--- src/rtl/factor_display_sequencer.sv ---
// Factor display sequencer: walks a captured factor mask and shows
// each factor on a 7-segment display with dwell and gap timing.
module factor_display_sequencer #(
  parameter int DWELL = 1000,
  parameter int GAP   = 100,
  parameter int CW    = 16
) (
  input  logic       clk,
  input  logic       rst,
  input  logic       load,
  input  logic [7:0] factors,
  output logic [6:0] segments,
  output logic       busy,
  output logic       done
);

  typedef enum logic [1:0] {
    IDLE,
    SHOW,
    GAPS,
    NONE
  } state_t;

  localparam logic [CW-1:0] DW_END = CW'(DWELL - 1);
  localparam logic [CW-1:0] GP_END =
    (GAP > 0) ? CW'(GAP - 1) : '0;
  localparam logic [6:0] DASH = 7'h40;

  state_t        state;
  logic [7:0]    mask;
  logic [7:0]    nxt;
  logic [CW-1:0] cnt;

  // lowest set bit wins, so the walk is ascending
  function automatic logic [6:0] seg_of(
    input logic [7:0] m
  );
    priority case (1'b1)
      m[0]:    seg_of = 7'h5B;
      m[1]:    seg_of = 7'h4F;
      m[2]:    seg_of = 7'h66;
      m[3]:    seg_of = 7'h6D;
      m[4]:    seg_of = 7'h7D;
      m[5]:    seg_of = 7'h07;
      m[6]:    seg_of = 7'h7F;
      m[7]:    seg_of = 7'h6F;
      default: seg_of = 7'h00;
    endcase
  endfunction

  assign nxt = mask & (mask - 8'd1);

  always_ff @(posedge clk or posedge rst) begin
    if (rst) begin
      state    <= IDLE;
      mask     <= '0;
      cnt      <= '0;
      segments <= '0;
      busy     <= 1'b0;
      done     <= 1'b0;
    end else if (load) begin
      mask <= factors;
      cnt  <= '0;
      done <= 1'b0;
      busy <= 1'b1;
      if (factors != 8'd0) begin
        state    <= SHOW;
        segments <= seg_of(factors);
      end else begin
        state    <= NONE;
        segments <= DASH;
      end
    end else begin
      unique case (state)
        IDLE: begin
          done     <= 1'b0;
          busy     <= 1'b0;
          segments <= '0;
        end
        SHOW: begin
          if (cnt == DW_END) begin
            mask <= nxt;
            cnt  <= '0;
            if (GAP > 0) begin
              state    <= GAPS;
              segments <= '0;
            end else if (nxt != 8'd0) begin
              state    <= SHOW;
              segments <= seg_of(nxt);
            end else begin
              state    <= IDLE;
              segments <= '0;
              busy     <= 1'b0;
              done     <= 1'b1;
            end
          end else begin
            cnt <= cnt + 1'b1;
          end
        end
        GAPS: begin
          if (cnt == GP_END) begin
            cnt <= '0;
            if (mask != 8'd0) begin
              state    <= SHOW;
              segments <= seg_of(mask);
            end else begin
              state    <= IDLE;
              segments <= '0;
              busy     <= 1'b0;
              done     <= 1'b1;
            end
          end else begin
            cnt <= cnt + 1'b1;
          end
        end
        NONE: begin
          if (cnt == DW_END) begin
            cnt      <= '0;
            state    <= IDLE;
            segments <= '0;
            busy     <= 1'b0;
            done     <= 1'b1;
          end else begin
            cnt <= cnt + 1'b1;
          end
        end
        default: state <= IDLE;
      endcase
    end
  end

endmodule

--- config.mk ---
export PLATFORM = sky130hd
export DESIGN_NAME = factor_display_sequencer
export DESIGN_NICKNAME = d
export VERILOG_FILES = /design/src/rtl/factor_display_sequencer.sv
export SDC_FILE = /design/constraint.sdc
export NUM_CORES = 1
export LEC_CHECK = 0
export BUFFER_PORTS_ARGS = -buffer_cell sky130_fd_sc_hd__buf_2
export CORE_UTILIZATION = 53
export CTS_CLUSTER_DIAMETER = 100
export DETAILED_ROUTE_END_ITERATION = 8
export PLACE_DENSITY = 0.8
export SLEW_MARGIN = 40
export SYNTH_ARGS = -nofsm -noshare
export SYNTH_HDL_FRONTEND = slang
export SYNTH_SLANG_ARGS = --single-unit
--- constraint.sdc ---
create_clock -name clk -period 1.8 [get_ports clk]
set_clock_uncertainty 0.05 [all_clocks]
set_input_delay 0.27 -clock clk [delete_from_list [all_inputs] [get_ports clk]]
set_output_delay 0.27 -clock clk [all_outputs]
set_load 0.02 [all_outputs]
Word level (Yosys, flattened, before mapping)
Cells that the tools add are included.

Register bits after elaboration: 35. Logic and storage cells: 78.

Add/subtract/negate cells: 2. Equality and inequality tests: 11. Muxes and demuxes: 46. Bitwise logic cells: 1. Reduce and logical (&&, ||, !) cells: 12.

Operators with widths (number): $mux W7 (21); $mux W16 (3); $pmux W16 S2 (1); $mux W8 (3); $pmux W7 S3 (1); $add A16 B1 Y16 const B (1); $eq A16 B10 Y1 const B (1); $eq A16 B7 Y1 const B (1); $reduce_bool A8 Y1 (2); $ne A3 B3 Y1 const B (4); $mux W2 (5); $mux W1 (9); $and A8 B8 Y8 (1); $reduce_and A4 Y1 (2); $sub A8 B1 Y8 const B (1); $pmux W1 S3 (2); $pmux W2 S3 (1); $eq A2 B2 Y1 const B (2); $reduce_and A2 Y1 (2); $reduce_bool A2 Y1 (2); $reduce_bool A4 Y1 (1); $ne A3 B1 Y1 const B (1); $reduce_bool A3 Y1 (1); $eq A2 B1 Y1 const B (1); other kinds (3) (3).

Longest topological paths before layout
Depth after elaboration: 12. Mapped depth: 7. Gate-level depth less buffers: 6.

Least setup slack after synthesis
No wires, ideal clock.

Path type: reg-to-reg. From: register cnt[9]. To: register busy. Setup time: 0.124 ns. Arrival time: 1.732 ns. Data required time: 1.626 ns. Path slack: -0.106 ns. Stages on the path, launching flop included: 6. Buffers on the path: 0. Clock period less this slack: 1.906 ns. Cells stage by stage: dfrtp_1 -> or4_1 -> mux2i_4 -> and4_1 -> a31oi_1 -> or2_1.

Cells in the longest elaborated chain, start to end: 3. Elaborated cells on any way between the ends: 5.

RTL lines: start, declared (line 32) `logic [CW-1:0] cnt;`; start signal, assigned (line 97) `cnt <= cnt + 1'b1;`; start signal, assigned (line 113) `cnt <= cnt + 1'b1;`; start signal, assigned (line 124) `cnt <= cnt + 1'b1;`; $eq A16 B10 Y1 or $eq A16 B7 Y1 (tied branches) (line 81, 117, 101); $ne A3 B3 Y1 (no source line); $reduce_and A4 Y1 (no source line) (*); end signal, assigned (line 77) `busy <= 1'b0;`; end signal, assigned (line 93) `busy <= 1'b0;`; end signal, assigned (line 121) `busy <= 1'b0;`; end, declared (line 13) `output logic busy,`.

Mark *: on every way between the ends. The rest lies on a longest branch, timed or not. A chain may end at the register's enable or synchronous reset.

Worst setup path after layout
From: register cnt[8]. To: register segments[4].

Cells in the longest elaborated chain, start to end: 3. Elaborated cells on any way between the ends: 5.

RTL lines: $eq A16 B7 Y1 or $eq A16 B10 Y1 (tied branches) (line 101, 81, 117); $ne A3 B3 Y1 (no source line) or $ne A3 B1 Y1 (tied branches); $reduce_and A2 Y1 (no source line) (*); end signal, assigned (line 68) `segments <= seg_of(factors);`; end signal, assigned (line 89) `segments <= seg_of(nxt);`; end signal, assigned (line 105) `segments <= seg_of(mask);`; end, declared (line 12) `output logic [6:0] segments,`.

Marked as above.

==> results.sh <==
export IMPL_synthFlopType="sky130_fd_sc_hd__dfrtp_1"
export IMPL_die_h_um=63.90
export IMPL_worst_setup_path_start_kind="register"
export IMPL_fp_dieW_um=63.90
export IMPL_seq_area_frac_synth_pct=43.13
export IMPL_timing_max_transition_violations_final=0
export IMPL_placement_rows=22
export IMPL_setup_tns_final_ns=-2.895
export IMPL_hold_path_class="in2async"
export IMPL_power_frac_clock_pct=31.5
export IMPL_post_dp_hpwl_um=3683
export IMPL_coreArea_sq_um=3661
export IMPL_rsz0062_at_grt="yes"
export IMPL_cts_htree_levels=2
export IMPL_yosys_warnings=0
export IMPL_power_report_internal_total_mw=1.195
export IMPL_route_vias_total=2013
export IMPL_dp_cells=309
export IMPL_leakage_nw=1.212
export IMPL_worst_skew_pair_late_latency_ns=0.29
export IMPL_cts_clk_slew_worst_paths_ns=0.07
export IMPL_async_flop_share_pct=100.0
export IMPL_comb_power_share_pct=16.5
export IMPL_grt_antenna_before_repair=0
export IMPL_period_minus_slack_ns=1.928
export IMPL_die_area_sq_um=4083
export IMPL_timing_critical_path_to_type="register"
export IMPL_synth_top_cells_by_count="35 x sky130_fd_sc_hd__dfrtp_1, 27 x sky130_fd_sc_hd__nor2_1, 23 x sky130_fd_sc_hd__nand2_1"
export IMPL_cp_data_required_time_ns=1.98
export IMPL_synth_top_cell_area_share_pct=43.13
export IMPL_cts_buffers=5
export IMPL_max_slew_margin_pct=62.38
export IMPL_criticalPathCategory="reg2reg"
export IMPL_timing_critical_path_arrival_ns=2.11
export IMPL_first_global_vias=1890
export IMPL_final_nets=293
export IMPL_regArea_sq_um=875.8
export IMPL_edff_count_synth=0
export IMPL_clkSinkCount=35
export IMPL_failed_checks="setup timing"
export IMPL_final_instance_count_excl_fill=328
export IMPL_io_buffers=19
export IMPL_layout_area_overhead_vs_synth_pct=33.46
export IMPL_syn_area_sq_um=2031
export IMPL_timing_final_ws_setup_ns=-0.1282
export IMPL_power_density_nw_per_um2=612.9
export IMPL_grt_pass1_wl_um=9052
export IMPL_synth_fp_nets=231
export IMPL_synth_cells=219
export IMPL_postRouteWirelength_um=6047
export IMPL_peakVddDrop_mv=0.5375
export IMPL_grt_overflow_total=0
export IMPL_max_cap_violations=0
export IMPL_timing_hold_violations_final=0
export IMPL_run_status="finished, violations left"
export IMPL_drive_above_1_share_pct=35.00
export IMPL_filler_cell_count=241
export IMPL_worst_slew_pin_slew_ns=0.5643
export IMPL_drc=0
export IMPL_root_buffer_master="sky130_fd_sc_hd__clkbuf_8"
export IMPL_fin_crit_sh_pct=107.1
export IMPL_yosysMostFrequentCell="sky130_fd_sc_hd__dfrtp_1"
export IMPL_diodes=0
export IMPL_post_drt_via_cell_ratio=6.137
export IMPL_antenna_left=0
export IMPL_detail_route_first_pass_iterations=4
export IMPL_synth_top_cells_by_area="sky130_fd_sc_hd__dfrtp_1 43%, sky130_fd_sc_hd__nor2_1 5.0%, sky130_fd_sc_hd__nand2_1 4.3%, sky130_fd_sc_hd__o21ai_0 3.5%, sky130_fd_sc_hd__xor2_1 3.5%"
export IMPL_clk_path_buf_depth=2
export IMPL_ioPinCount=20
export IMPL_layout_core_utilization_pct=74.03
export IMPL_finalSetupViolCount=30
export IMPL_area_of_the_multi_input_gates_sq_um=1215
export IMPL_ffs_latches_synth=35
export IMPL_cts_tree="built"
export IMPL_synthDistinctLibCells=53
export IMPL_global_route_usage_total_pct=29.30
export IMPL_net_switching_power_mw=0.4659
export IMPL_power_switching_share_pct=28.05
export IMPL_grt_max_degree=36
export IMPL_pwr_share_seq_pct=51.9
export IMPL_worstPathMaxFanout=4
export IMPL_drt_wirelength_per_cell_um=18.44
export IMPL_max_clock_freq_ghz=0.5186
export IMPL_detailedRoute_firstIterationViolations=254
export IMPL_postSynthAreaPerCell_sq_um=9.273
export IMPL_cell_taking_the_most_area_after_synthesis="sky130_fd_sc_hd__dfrtp_1"
export IMPL_cts_hold_buf=0
export IMPL_floorplan_initialDensity_pct=55.47
export IMPL_place_congestion=0.8450
[routing by layer]
| layer | vias up | routed length [um] | GRT usage, % |
|---|---|---|---|
| li1 | 918 | - | - |
| met1 | 970 | 2460 | 37.17 |
| met2 | 97 | 2978 | 47.87 |
| met3 | 28 | 353 | 4.286 |
| met4 | 0 | 254 | 16.19 |
| met5 | - | 0 | 0 |
[flip-flops by register name, indices dropped and copies added (netlist names)]
register,count
cnt,16
mask,8
done,1
state,2
busy,1
segments,7
[stage by stage]
step	power, mW	cell area, sq um	setup WS [ns]	hold WS [ns]
global route	1.734	2710	-0.2285	0.05966
CTS	1.635	2554	-0.1445	0.03710
floorplan	1.007	2041	-0.06791	0.3394
global placement	1.095	2407	-0.07984	0.3396
detailed placement	1.106	2407	-0.1645	0.3418
finish	1.661	2710	-0.1282	0.01419
[cells in the final DEF (no fill, tap or decap), drive strengths merged, types with 2 or more instances in the layout]
master / n
o31ai: 6
dfrtp: 35
o211ai: 2
nand4: 5
and3: 3
clkbuf: 6
nand2: 23
and4: 4
buf: 65
xnor2: 5
nor3: 9
xor2: 8
o21ai: 16
a22oi: 3
nor4: 4
mux2i: 4
or3: 2
inv: 5
a21oi: 10
nand3: 10
nor2: 27
mux2: 3
nor2b: 3
[worst max-delay path: stages (launching register included)]
cell and delay, ns:
sky130_fd_sc_hd__dfrtp_1 0.38, sky130_fd_sc_hd__or4_4 0.54, sky130_fd_sc_hd__mux2i_4 0.24, sky130_fd_sc_hd__and4_4 0.29
sky130_fd_sc_hd__buf_4 0.11, sky130_fd_sc_hd__buf_6 0.08, sky130_fd_sc_hd__o211ai_1 0.08, sky130_fd_sc_hd__nand3_1 0.10
[logic make-up (layout without fill, tap and decap cells)]
group           Yosys count  in the layout  share of synthesized area, %
fa+ha+maj                 1              1                        0.6160
mux                       7              7                         4.251
compound gates           50             50                         17.13
xor+xnor                 13             13                         5.607
buf+inv                  15             76                         3.142
simple gates             98             98                         26.12
flops                    35             35                         43.13
[power groups by stage]
stage                     Combinational (mW)  Clock [mW]  Sequential [mW]
final                                  0.275       0.524            0.863
after global routing                   0.298       0.570            0.867
after CTS                              0.247       0.528            0.860
after detailed placement               0.232           0            0.874
after global placement                 0.225           0            0.870
after floorplan                        0.120           0            0.886
[path summary, 6_finish.rpt]
check	from	endpoint	slack, ns	cells past startpoint
max in group asynchronous	rst	mask[6]	1.37	3
setup reg to reg	cnt[8]	segments[4]	-0.13	7
setup / recovery	cnt[8]	segments[4]	-0.13	7
hold reg to reg	segments[4]	segments[4]	0.43	2
hold / removal	rst	segments[4]	0.01	3
min in group clk	factors[4]	mask[4]	0.21	3
[what timing repair did]
item / CTS / global route
gates resized for setup: 13 / 18
gates cloned: 0 / 0
endpoints found under the setup margin: 31 / 34
setup buffers: 3 / 10
pin swaps: 11 / 16
[cell type report]
type,count,share of cell area (%)
Timing Repair Buffer,65,17.27
Inverter,5,0.6925
Multi-Input combinational cell,169,44.83
Sequential cell,35,32.32
Tap cell,48,2.216
Clock buffer,6,2.678
No activity file was read; power rests on OpenSTA's default activity.
